`src/rtl/rf_pkg.sv`:
```
// Shared defaults and types for the register file with load scoreboard.
package rf_pkg;
    localparam int DATA_W_DEF = 8;
    localparam int ADDR_W_DEF = 2;

    typedef logic signed [DATA_W_DEF-1:0] reg_t;
    typedef logic        [ADDR_W_DEF-1:0] raddr_t;
endpackage

```
`src/rtl/rf_scoreboard.sv`:
```
// Busy-bit scoreboard: tracks reserved loads, arbitrates port A/B writes, raises sticky protocol errors.
module rf_scoreboard
    import rf_pkg::*;
#(
    parameter int ADDR_W   = ADDR_W_DEF,
    parameter int ZERO_REG = 0,
    parameter int NUM_REGS = 2**ADDR_W
) (
    input  logic                clk,
    input  logic                rst,
    input  logic                wa_en,
    input  logic [ADDR_W-1:0]   wa_addr,
    input  logic                wb_en,
    input  logic [ADDR_W-1:0]   wb_addr,
    input  logic                rsv_en,
    input  logic [ADDR_W-1:0]   rsv_addr,
    output logic [NUM_REGS-1:0] busy_vec,
    output logic                wa_allow,
    output logic                wb_allow,
    output logic                wa_conflict,
    output logic                err
);
    logic [NUM_REGS-1:0] busy_q, busy_d;
    logic [NUM_REGS-1:0] wb_hit, rsv_hit;
    logic                err_q, err_d;
    logic                wa_z, wb_z;

    for (genvar g = 0; g < NUM_REGS; g++) begin : g_reg
        // R0 is hard-wired when ZERO_REG is set: never hit, never busy
        localparam bit IS_Z = (ZERO_REG != 0) && (g == 0);
        assign wb_hit[g]  = !IS_Z && wb_en  && (wb_addr  == ADDR_W'(g));
        assign rsv_hit[g] = !IS_Z && rsv_en && (rsv_addr == ADDR_W'(g));
        // Reserve beats a same-edge load return (back-to-back load)
        assign busy_d[g]  = IS_Z       ? 1'b0 :
                            rsv_hit[g] ? 1'b1 :
                            wb_hit[g]  ? 1'b0 : busy_q[g];
    end

    assign wa_z        = (ZERO_REG != 0) && (wa_addr == '0);
    assign wb_z        = (ZERO_REG != 0) && (wb_addr == '0);
    assign wa_conflict = wa_en && busy_q[wa_addr];
    assign wa_allow    = wa_en && !busy_q[wa_addr] && !wa_z;
    assign wb_allow    = wb_en && !wb_z;

    assign err_d = err_q
                 | (|(wb_hit & ~busy_q))
                 | (|(rsv_hit & busy_q & ~wb_hit));

    always_ff @(negedge clk or negedge rst) begin
        if (!rst) begin
            busy_q <= '0;
            err_q  <= 1'b0;
        end else begin
            busy_q <= busy_d;
            err_q  <= err_d;
        end
    end

    assign busy_vec = busy_q;
    assign err      = err_q;
endmodule

```
`src/rtl/reg_file_sb.sv`:
```
// Register file with two async read ports, ALU and load-return write ports, and a load scoreboard.
module reg_file_sb
    import rf_pkg::*;
#(
    parameter int DATA_W   = DATA_W_DEF,
    parameter int ADDR_W   = ADDR_W_DEF,
    parameter int ZERO_REG = 0,
    parameter int NUM_REGS = 2**ADDR_W
) (
    input  logic                     clk,
    input  logic                     rst,
    input  logic        [ADDR_W-1:0] ra,
    input  logic        [ADDR_W-1:0] rb,
    output logic signed [DATA_W-1:0] rd_data1,
    output logic signed [DATA_W-1:0] rd_data2,
    input  logic                     wa_en,
    input  logic        [ADDR_W-1:0] wa_addr,
    input  logic signed [DATA_W-1:0] wa_data,
    input  logic                     wb_en,
    input  logic        [ADDR_W-1:0] wb_addr,
    input  logic signed [DATA_W-1:0] wb_data,
    input  logic                     rsv_en,
    input  logic        [ADDR_W-1:0] rsv_addr,
    output logic                     busy1,
    output logic                     busy2,
    output logic                     wa_conflict,
    output logic [NUM_REGS-1:0]      busy_vec,
    output logic                     err
);
    logic signed [DATA_W-1:0] regs_q [NUM_REGS];
    logic                     wa_allow, wb_allow;

    rf_scoreboard #(
        .ADDR_W   (ADDR_W),
        .ZERO_REG (ZERO_REG),
        .NUM_REGS (NUM_REGS)
    ) u_sb (
        .clk         (clk),
        .rst         (rst),
        .wa_en       (wa_en),
        .wa_addr     (wa_addr),
        .wb_en       (wb_en),
        .wb_addr     (wb_addr),
        .rsv_en      (rsv_en),
        .rsv_addr    (rsv_addr),
        .busy_vec    (busy_vec),
        .wa_allow    (wa_allow),
        .wb_allow    (wb_allow),
        .wa_conflict (wa_conflict),
        .err         (err)
    );

    // Falling-edge writes make data visible for the following rising edge, so no bypass
    always_ff @(negedge clk or negedge rst) begin
        if (!rst) begin
            for (int i = 0; i < NUM_REGS; i++) regs_q[i] <= '0;
        end else begin
            if (wa_allow) regs_q[wa_addr] <= wa_data;
            if (wb_allow) regs_q[wb_addr] <= wb_data;
        end
    end

    assign rd_data1 = ((ZERO_REG != 0) && (ra == '0)) ? '0 : regs_q[ra];
    assign rd_data2 = ((ZERO_REG != 0) && (rb == '0)) ? '0 : regs_q[rb];
    assign busy1    = busy_vec[ra];
    assign busy2    = busy_vec[rb];
endmodule

```
`config.mk`:
```
export PLATFORM = sky130hd
export DESIGN_NAME = reg_file_sb
export DESIGN_NICKNAME = d
export VERILOG_FILES = /design/src/rtl/rf_pkg.sv /design/src/rtl/rf_scoreboard.sv /design/src/rtl/reg_file_sb.sv
export SDC_FILE = /design/constraint.sdc
export NUM_CORES = 1
export LEC_CHECK = 0
export ABC_AREA = 1
export CAP_MARGIN = 20
export CORE_UTILIZATION = 64
export DETAILED_ROUTE_END_ITERATION = 8
export DONT_BUFFER_PORTS = 1
export GPL_TIMING_DRIVEN = 1
export HOLD_SLACK_MARGIN = 0.02
export MAX_ROUTING_LAYER = met4
export PLACE_DENSITY = 0.9
export SETUP_SLACK_MARGIN = 0.2
export SYNTH_ARGS = -nofsm -noshare
export SYNTH_HDL_FRONTEND = slang
export SYNTH_HIERARCHICAL = 1
export SYNTH_SLANG_ARGS = --single-unit
```
`constraint.sdc`:
```
create_clock -name clk -period 1.93 [get_ports clk]
set_clock_uncertainty 0.05 [all_clocks]
set_input_delay 0.386 -clock clk [delete_from_list [all_inputs] [get_ports clk]]
set_output_delay 0.386 -clock clk [all_outputs]
set_load 0.01 [all_outputs]
```
==> out/qor.csv, run 1 <==
stage,metric,value,unit
placed_design,DP HPWL,5.763,mm
clocking,CTS Hold Buffers Added,0,
die,Die W,65.63,um
timing,WEP type,output port,
global_routing,Tot GR Track Use,85.48,%
clocking,Clock Sinks,37,
placed_design,# placed instances,479,
status,status,aborted with a tool error,
logic_synthesis,post-synth cell types,23,
global_routing,GRT Residual Overflow,151,
clocking,clock buffer depth,2,
logic_synthesis,Post-synth EDFFs,0,
placed_design,Final GP Congestion,0.9390,
die,initial core utilization,68.71,%
die,number of core rows,22,
global_routing,largest net degree at the start of global routing,38,
logic_synthesis,post-synth top area cell,dfrtn_1,
logic_synthesis,register area share after synthesis,35.73,%
clocking,Root Driver,clkbuf_8,
logic_synthesis,syn avg cell area,6.305,um^2
clocking,CTS H-tree lvls,2,
status,first error,[ERROR GRT-0232] Routing congestion too high. Check the congestion heatmap in the GUI.,
placed_design,IO buf count,0,
logic_synthesis,top cell type's share of synthesized area,35.73,%
placed_design,placed cell areas,0.002920,mm^2
status,Exit stage,5_1_grt,
clocking,CTS buffer count,5,
logic_synthesis,synth top area cells,"dfrtn_1 36%, nand2_1 19%, nand3_1 9.9%",
logic_synthesis,synthesized area,0.002591,mm^2
logic_synthesis,syn nets,442,
die,Die Span Y,65.63,um
logic_synthesis,fraction of registers with async set/reset,100.0,%
placed_design,Place WS,-0.6730,ns
timing,GRT worst endpoint,wa_conflict,
logic_synthesis,post-synthesis register bit count,37,
logic_synthesis,Post-Syn Instances,411,
logic_synthesis,yosys warns,6,
logic_synthesis,"Top FF cell, synth",dfrtn_1,
die,I/O pins,55,
-- cells by family after synthesis --
kind of cell	Yosys count	share of synthesized area, %
AOI/OAI and AO/OA	86	16.90
DFF	37	35.73
and+or+nand+nor	216	35.73
buffers and inverters	72	11.64
-- cell usage after synthesis, types with 2 or more instances --
library cell,instances
nand2_1,133
inv_1,55
nand3_1,51
o21ai_0,47
dfrtn_1,37
a21oi_1,34
nor2_1,24
buf_2,4
buf_4,4
nand3_2,4
clkinv_1,3
clkbuf_1,2
inv_2,2
o22ai_1,2
-- per-stage QoR --
step | setup TNS, ns | utilization [%]
after floorplan | -21.14 | -
after global placement | -23.00 | 77.44
after detailed placement | -25.69 | 77.44
after CTS | -29.03 | 88.25
-- routing by layer --
| metal | global-route usage, % | overflow |
|---|---|---|
| met1 | 81.25 | 1 |
| met2 | 106.3 | 93 |
| met3 | 53.47 | 0 |
| met4 | 101.6 | 57 |
| met5 | - | - |
-- repair_timing --
action | in CTS
cloned | 1
setup buffers | 16
pin swaps | 40
gates resized for setup | 53
setup endpoints to repair | 56
==> inputs of run 2 (changes only) <==
Settings changed: CORE_UTILIZATION 64 to 40, HOLD_SLACK_MARGIN 0.02 to not set, MAX_ROUTING_LAYER met4 to not set, PLACE_DENSITY 0.9 to not set, PLACE_DENSITY_LB_ADDON set to 0.15, SETUP_SLACK_MARGIN 0.2 to not set.
==> out/qor.csv, run 2 <==
stage,metric,value,unit,change
final_layout,share of post-route cells with drive strength above 1,39.16,%,
timing,worst slew pin tran,0.6814,ns,
power,Internal,1.823,mW,
timing,Slew headroom,54.29,%,
logic_synthesis,syn nets,442,,unchanged
power,Peak VDD IR,0.5655,mV,
die,area of the core,0.006096,mm^2,
route,post-DR wirelength/cell,16.44,um,
route,Detailed Route Iter0 Violations,190,,
logic_synthesis,synthesized area,0.002591,mm^2,unchanged
setup_path,worst r2r src,u_sb/busy_vec[2],,
die,die area,0.006804,mm^2,
final_layout,"commonest non-fill, non-tap cell in the layout",nand2_1,,
die,Die Span Y,82.49,um,+26%
logic_synthesis,post-synth cell types,23,,unchanged
route,vias,2891,,
setup_path,Critical Path End Type,output port,,
power,Seq pwr share,37.8,%,
logic_synthesis,Post-synth EDFFs,0,,unchanged
final_layout,area grow syn2layout,39.26,%,
status,status,finished with violations,,
worst_hold_path,WHS Path Cells,4,,
timing,fin worst setup slack,-0.7157,ns,
setup_path,CP Max Fanout,2,,
route,Routed WL,8.665,mm,
die,number of core rows,28,,+27%
setup_path,critical path type,register to output port,,
timing,final hold violations,0,,
clocking,CTS H-tree lvls,2,,unchanged
logic_synthesis,Synth top cells by count,"133 x nand2_1, 55 x inv_1, 51 x nand3_1, 47 x o21ai_0, 37 x dfrtn_1",,
final_layout,Top reg by flops,regs_q,,
setup_path,Arrival @ worst endpoint,2.21,ns,
power,clock power share,25.7,%,
worst_hold_path,Min-Delay Startpoint,regs_q[26],,
die,I/O pins,55,,unchanged
logic_synthesis,register area share after synthesis,35.73,%,unchanged
die,Die W,82.49,um,+26%
clocking,Clock Sinks,37,,unchanged
setup_path,R2R depth,9,,
power,Static Leak,1.777,nW,
global_routing,first-pass GRT wire length,13.23,mm,
logic_synthesis,synth top area cells,"dfrtn_1 36%, nand2_1 19%, nand3_1 9.9%",,
timing,RSZ-0062 raised after global routing,yes,,
setup_path,"Req. time, crit path",1.49,ns,
clocking,Root Driver,clkbuf_8,,
logic_synthesis,fraction of registers with async set/reset,100.0,%,unchanged
placed_design,# placed instances,509,,+6.3%
job,max-capacitance violation count,0,,
timing,fin. max-slew vios,0,,
final_layout,antenna cells,0,,
route,Post-DRT Antenna Nets,0,,
clocking,Skew-Pair Late Insertion Delay,0.29,ns,
global_routing,number of global-route vias before repair,2601,,
setup_path,R2R Setup Slk,0.10,ns,
final_layout,Finished Cell Area,0.003608,mm^2,
power,PD cells,777.7,mW/mm^2,
route,vias per cell,5.486,,
final_layout,utilization after layout,59.20,%,
route,Initial DRT Pass Iterations,6,,
clocking,CTS tree,yes,,
global_routing,Tot GR Track Use,26.47,%,
setup_path,Crit. Startpoint,u_sb/busy_vec[1],,
die,initial core utilization,42.51,%,-26 points
power,Final Power,2.806,mW,
final_layout,most frequent cells in the layout,"112 x nand2_1, 43 x inv_1, 37 x dfrtn_1",,
route,drc violations,0,,
power,Psw,983.3,uW,
clocking,Clock transition at path regs,0.05,ns,
logic_synthesis,most common cell in the netlist,nand2_1,,
worst_hold_path,type of the most critical hold path,register to register,,
power,sw frac,35.04,%,
final_layout,nets@finish,482,,
logic_synthesis,post-synth top area cell,dfrtn_1,,
logic_synthesis,syn avg cell area,6.305,um^2,unchanged
status,failing checks,negative setup slack,,
final_layout,number of flip-flops in the largest register,32,,
placed_design,Place WS,-0.6696,ns,+0.003388 ns
global_routing,initial antenna violation count,0,,
logic_synthesis,Post-Syn Instances,411,,unchanged
logic_synthesis,top cell type's share of synthesized area,35.73,%,unchanged
placed_design,placed cell areas,0.002934,mm^2,+0.47%
logic_synthesis,yosys warns,6,,unchanged
timing,Final setup viols,56,,
power,Comb power frac,36.6,%,
clocking,CTS buffer count,5,,unchanged
logic_synthesis,"Top FF cell, synth",dfrtn_1,,
clocking,clock buffer depth,2,,unchanged
placed_design,DP HPWL,5.923,mm,+2.8%
final_layout,Finished Layout Cells,527,,
setup_path,Worst setup SP type,register,,
global_routing,largest net degree at the start of global routing,38,,
placed_design,IO buf count,0,,unchanged
placed_design,Final GP Congestion,0.8990,,-4.3%
global_routing,GRT Residual Overflow,0,,
logic_synthesis,post-synthesis register bit count,37,,unchanged
-- run 2: cell counts after synthesis --
Identical to the previous run, type by type.
-- run 2: logic make-up after synthesis --
family,Yosys count,share of synthesized area [%]
buffers and inverters,72,11.64
DFF,37,35.73
AOI/OAI and AO/OA,86,16.90
and+or+nand+nor,216,35.73
-- run 2: per-layer routing --
layer	global-route usage (%)	wire length, um	share of wire (%)
met2	40.33	3941	45
met5	0	0	0
met3	4.505	739	8.5
met1	38.89	3934	45
met4	5.789	49	0.57
-- run 2: layout make-up --
class	count	area [um^2]
Fill cell	581	2487
Multi-Input combinational cell	303	1856
Sequential cell	37	925.9
Timing Repair Buffer	44	391.6
Inverter	60	225.2
Tap cell	75	93.84
Clock buffer	7	86.33
Clock inverter	1	30.03
-- run 2: stage by stage --
| stage | TNS, ns | hold WS (ns) |
|---|---|---|
| finish | -27.99 | 0.5231 |
| global route | -30.56 | 0.5713 |
| CTS | -27.36 | 0.5347 |
| detailed placement | -25.60 | 0.5347 |
| global placement | -24.23 | 0.5168 |
| floorplan | -21.14 | 0.4586 |
-- run 2: worst paths after layout --
kind,endpoint
setup / recovery,wa_conflict
hold / removal,regs_q[26]
setup reg to reg,regs_q[22]
hold reg to reg,regs_q[26]
max in group asynchronous,regs_q[22]
min in group asynchronous,regs_q[28]
-- run 2: timing repair --
item	in CTS	in global routing
setup buffers	10	2
setup endpoints to repair	56	56
resized for setup	62	76
gates cloned	2	0
pin swaps	41	44
hold buffers	0	0
-- run 2: power groups by stage --
stage                     combinational, mW  clock [mW]  sequential [mW]
after floorplan                       0.534           0             1.03
after global placement                0.781           0             1.04
after detailed placement              0.793           0             1.05
after CTS                             0.929       0.730             1.05
after global routing                   1.13       0.759             1.07
final                                  1.03       0.720             1.06
-- run 2: worst max-delay path, stage by stage (launching register included) --
cell and delay, ns:
dfrtn_1 0.43, inv_2 0.05, a21oi_2 0.12, o21ai_2 0.07
buf_4 0.14, a21oi_4 0.14
Note: power is estimated with default switching activity, not from simulation.
==> inputs of run 3 (changes only) <==
Settings changed: CTS_CLUSTER_DIAMETER set to 100, MAX_ROUTING_LAYER set to met4.
==> out/qor.csv, run 3 (same netlist as run 2, synthesis figures left out) <==
stage,metric,value,unit,change
die,Die W,82.49,um,unchanged
final_layout,nets@finish,482,,unchanged
route,Routed WL,8.631,mm,-0.39%
setup_path,"Req. time, crit path",1.49,ns,about the same
setup_path,"Max stage delay cell, worst path",dfrtn_1,,
die,number of core rows,28,,unchanged
power,Peak VDD IR,0.5683,mV,+0.49%
clocking,Skew-Pair Late Insertion Delay,0.29,ns,about the same
setup_path,Critical Path End Type,output port,,
setup_path,CP cell instances,inv_2 -> a21oi_2 -> o21ai_2 -> buf_4 -> a21oi_4,,
worst_hold_path,type of the most critical hold path,register to register,,
route,Post-DRT Antenna Nets,0,,unchanged
clocking,Root Driver,clkbuf_8,,
clocking,CTS tree,yes,,
setup_path,CP peak stage delay,0.43,ns,about the same
route,vias per cell,5.368,,-2.1%
route,Initial DRT Pass Iterations,5,,-1
clocking,Clock transition at path regs,0.05,ns,about the same
final_layout,utilization after layout,59.20,%,unchanged
die,I/O pins,55,,unchanged
global_routing,largest net degree at the start of global routing,38,,unchanged
timing,worst slew pin tran,0.6879,ns,+0.006525 ns
final_layout,number of flip-flops in the largest register,32,,unchanged
power,Static Leak,1.777,nW,unchanged
setup_path,CP Max Fanout,2,,unchanged
die,Die Span Y,82.49,um,unchanged
die,initial core utilization,42.51,%,unchanged
clocking,Clock Sinks,37,,unchanged
setup_path,Arrival @ worst endpoint,2.21,ns,about the same
final_layout,area grow syn2layout,39.26,%,unchanged
route,drc violations,0,,unchanged
timing,fin worst setup slack,-0.7195,ns,-0.003821 ns
timing,Final setup viols,56,,unchanged
final_layout,"commonest non-fill, non-tap cell in the layout",nand2_1,,
global_routing,first-pass GRT wire length,13.22,mm,-0.11%
status,failing checks,negative setup slack,,
timing,fin. max-slew vios,0,,unchanged
placed_design,Final GP Congestion,0.9143,,+1.7%
final_layout,most frequent cells in the layout,"112 x nand2_1, 43 x inv_1, 37 x dfrtn_1",,
placed_design,DP HPWL,5.923,mm,unchanged
timing,hold slack,0.5219,ns,-0.001139 ns
power,PD cells,776.2,mW/mm^2,-0.20%
global_routing,GRT Residual Overflow,0,,unchanged
placed_design,IO buf count,0,,unchanged
setup_path,Worst setup SP type,register,,
clocking,clock buffer depth,2,,unchanged
status,status,finished with violations,,
die,die area,0.006804,mm^2,unchanged
route,vias,2829,,-2.1%
global_routing,initial antenna violation count,0,,unchanged
clocking,CTS buffer count,5,,unchanged
setup_path,critical path type,register to output port,,
die,area of the core,0.006096,mm^2,unchanged
final_layout,antenna cells,0,,unchanged
timing,RSZ-0062 raised after global routing,yes,,
global_routing,Tot GR Track Use,27.19,%,+0.72 points
route,post-DR wirelength/cell,16.38,um,-0.39%
timing,final hold violations,0,,unchanged
final_layout,Top reg by flops,regs_q,,
clocking,CTS H-tree lvls,2,,unchanged
clocking,CTS Hold Buffers Added,0,,unchanged
route,Detailed Route Iter0 Violations,203,,+6.8%
global_routing,number of global-route vias before repair,2600,,-0.038%
final_layout,share of post-route cells with drive strength above 1,39.16,%,unchanged
timing,Slew headroom,53.86,%,-0.44 points
job,max-capacitance violation count,0,,unchanged
timing,Setup TNS Final,-27.80,ns,+0.1861 ns
run 3: through the flow:
step	worst slack (ns)	cells	area, um^2	total power, mW
after floorplan	-0.6238	411	2620	1.568
after global placement	-0.6203	509	2934	1.826
after detailed placement	-0.6696	509	2934	1.845
after CTS	-0.7261	528	3341	2.711
after global routing	-0.7892	527	3608	2.965
final	-0.7195	527	3608	2.801
run 3: final timing paths:
check | start | end | slack [ns] | depth (start not counted)
worst max-delay path | u_sb/busy_vec[1] | wa_conflict | -0.72 | 5
worst min-delay path | regs_q[26] | regs_q[26] | 0.52 | 4
worst max register to register | u_sb/busy_vec[3] | regs_q[12] | 0.11 | 12
worst min register to register | regs_q[26] | regs_q[26] | 0.52 | 4
max in group asynchronous | rst | regs_q[12] | 1.12 | 0
min in group asynchronous | rst | regs_q[28] | 0.58 | 0
run 3: power breakdown:
part / internal [mW] / switching, mW / leakage, nW / total (mW)
Sequential: 0.944 / 0.117 / 0.435 / 1.06
Combinational: 0.458 / 0.567 / 1.28 / 1.02
Clock: 0.422 / 0.294 / 0.0585 / 0.716
run 3: final cells by class:
| class | count | area (um^2) |
|---|---|---|
| Fill cell | 581 | 2487 |
| Multi-Input combinational cell | 303 | 1856 |
| Sequential cell | 37 | 925.9 |
| Timing Repair Buffer | 44 | 391.6 |
| Inverter | 60 | 225.2 |
| Tap cell | 75 | 93.84 |
| Clock buffer | 7 | 86.33 |
| Clock inverter | 1 | 30.03 |
run 3: per-layer routing:
metal	global-route usage, %	share of wire [%]
met5	-	0
met4	5.789	0.46
met3	3.736	8.3
met2	40.50	46
met1	39.10	45
run 3: worst max-delay path, delay by kind of cell (launching register included):
kind | cells | cell delay [ns]
flip-flops | 1 | 0.43
AO/OA/AOI/OAI | 3 | 0.33
buffers and inverters | 2 | 0.20
run 3: what timing repair did:
action	in CTS	in global routing
pin swaps	41	44
setup buffers	10	2
setup endpoints to repair	56	56
gates cloned	2	0
gates resized for setup	62	76
==> inputs of run 4 (changes only) <==
Settings changed: CORE_ASPECT_RATIO set to 0.8, CORE_MARGIN set to 2.
==> out/qor.csv, run 4 (same netlist as run 2, synthesis figures left out) <==
stage,metric,value,unit,change
die,area of the core,0.006311,mm^2,+3.5%
global_routing,largest net degree at the start of global routing,38,,unchanged
job,max-capacitance violation count,0,,unchanged
clocking,Clock transition at path regs,0.05,ns,about the same
route,Routed WL,9.241,mm,+7.1%
timing,final hold violations,0,,unchanged
final_layout,share of post-route cells with drive strength above 1,37.69,%,-1.5 points
setup_path,Arrival @ worst endpoint,2.16,ns,-0.05 ns
clocking,Clock Sinks,37,,unchanged
clocking,CTS buffer count,5,,unchanged
timing,fin worst setup slack,-0.6641,ns,+0.05538 ns
status,status,finished with violations,,
route,post-DR wirelength/cell,17.02,um,+3.9%
die,initial core utilization,41.06,%,-1.4 points
route,drc violations,0,,unchanged
power,PD cells,743.8,mW/mm^2,-4.2%
route,Initial DRT Pass Iterations,4,,-1
timing,RSZ-0062 raised after global routing,yes,,
status,failing checks,negative setup slack,,
clocking,Root Driver,clkbuf_8,,
global_routing,first-pass GRT wire length,14.35,mm,+8.6%
setup_path,CP Max Fanout,2,,unchanged
die,Die W,93.99,um,+14%
clocking,CTS tree,yes,,
clocking,CTS H-tree lvls,2,,unchanged
placed_design,Place WS,-0.6686,ns,+0.001053 ns
power,Peak VDD IR,0.3577,mV,-37%
die,I/O pins,55,,unchanged
placed_design,DP HPWL,6.329,mm,+6.8%
placed_design,IO buf count,0,,unchanged
clocking,Skew-Pair Late Insertion Delay,0.30,ns,about the same
route,Post-DRT Antenna Nets,0,,unchanged
power,Final Power,2.724,mW,-2.8%
global_routing,Tot GR Track Use,26.60,%,-0.59 points
final_layout,antenna cells,0,,unchanged
route,vias,2939,,+3.9%
setup_path,Critical Path End Type,output port,,
final_layout,number of flip-flops in the largest register,32,,unchanged
global_routing,initial antenna violation count,0,,unchanged
die,Die Span Y,75.99,um,-7.9%
final_layout,Top reg by flops,regs_q,,
timing,Slew headroom,69.57,%,+16 points
placed_design,Final GP Congestion,0.8736,,-4.5%
timing,Final setup viols,56,,unchanged
timing,fin. max-slew vios,0,,unchanged
final_layout,most frequent cells in the layout,"117 x nand2_1, 41 x o21ai_1, 41 x buf_4",,
global_routing,GRT Residual Overflow,0,,unchanged
power,Static Leak,1.843,nW,+3.7%
die,number of core rows,26,,-7.1%
route,Detailed Route Iter0 Violations,203,,unchanged
die,die area,0.007142,mm^2,+5.0%
final_layout,"commonest non-fill, non-tap cell in the layout",nand2_1,,
setup_path,"Req. time, crit path",1.49,ns,about the same
route,vias per cell,5.413,,+0.83%
setup_path,critical path type,register to output port,,
worst_hold_path,type of the most critical hold path,register to register,,
timing,worst slew pin tran,0.4536,ns,-0.2343 ns
global_routing,number of global-route vias before repair,2782,,+7.0%
final_layout,area grow syn2layout,41.33,%,
setup_path,Worst setup SP type,register,,
final_layout,nets@finish,489,,+1.5%
clocking,clock buffer depth,2,,unchanged
==> run 4: cell type report <==
| class | count | area (um^2) |
|---|---|---|
| clock buffers | 7 | 96.34 |
| clock inverters | 1 | 5.005 |
| well taps | 84 | 105.1 |
| repair buffers | 51 | 469.2 |
| flip-flops and latches | 37 | 925.9 |
| multi-input cells | 303 | 1836 |
| inverters | 60 | 225.2 |
| fillers | 604 | 2649 |
==> run 4: worst paths after layout <==
path / cells past startpoint / slack (ns) / start / endpoint
max in group asynchronous: 0 / 1.13 / rst / regs_q[12]
min in group asynchronous: 0 / 0.58 / rst / regs_q[18]
max reg2reg: 10 / -0.01 / u_sb/busy_vec[2] / regs_q[14]
min reg2reg: 4 / 0.51 / regs_q[17] / regs_q[17]
max: 4 / -0.66 / u_sb/busy_vec[3] / wa_conflict
min: 4 / 0.51 / regs_q[17] / regs_q[17]
==> run 4: power by group <==
group          internal [mW]  switching [mW]  total [mW]
sequential             0.944           0.118        1.06
clock                  0.323           0.301       0.625
combinational          0.465           0.572        1.04
total                   1.73           0.992        2.72
==> run 4: timing repair <==
action / CTS / global route
cloned: 1 / 1
hold buffers: 0 / 0
endpoints found under the setup margin: 56 / 56
gates resized for setup: 36 / 82
buffers inserted: 9 / 4
pin swaps: 27 / 47
==> run 4: routing by layer <==
layer	global-route usage, %	share of wire [%]	vias up	wire, um
li1	-	-	1421	-
met1	40.78	49	1402	4516
met2	35.64	43	106	3964
met3	5.143	6.9	10	638
met4	7.101	1.3	0	121
met5	-	0	-	0
==> run 4: through the flow <==
step                      area [um^2]  TNS [ns]  utilization [%]  hold WS, ns  cells
final                            3662    -28.87            58.03       0.5124    543
after global routing             3662    -32.20            58.03       0.5485    543
after CTS                        3241    -26.09            51.35       0.4830    539
after detailed placement         2968    -25.47            47.03       0.4805    521
after global placement           2968    -24.42            47.03       0.4808    521
after floorplan                  2620    -21.14                -       0.4586    411
==> run 4: critical path, cell delays in order, from the launching register on <==
cell	delay, ns
dfrtn_1	0.43
inv_2	0.05
nand2_1	0.05
o211ai_1	0.13
a21oi_2	0.23
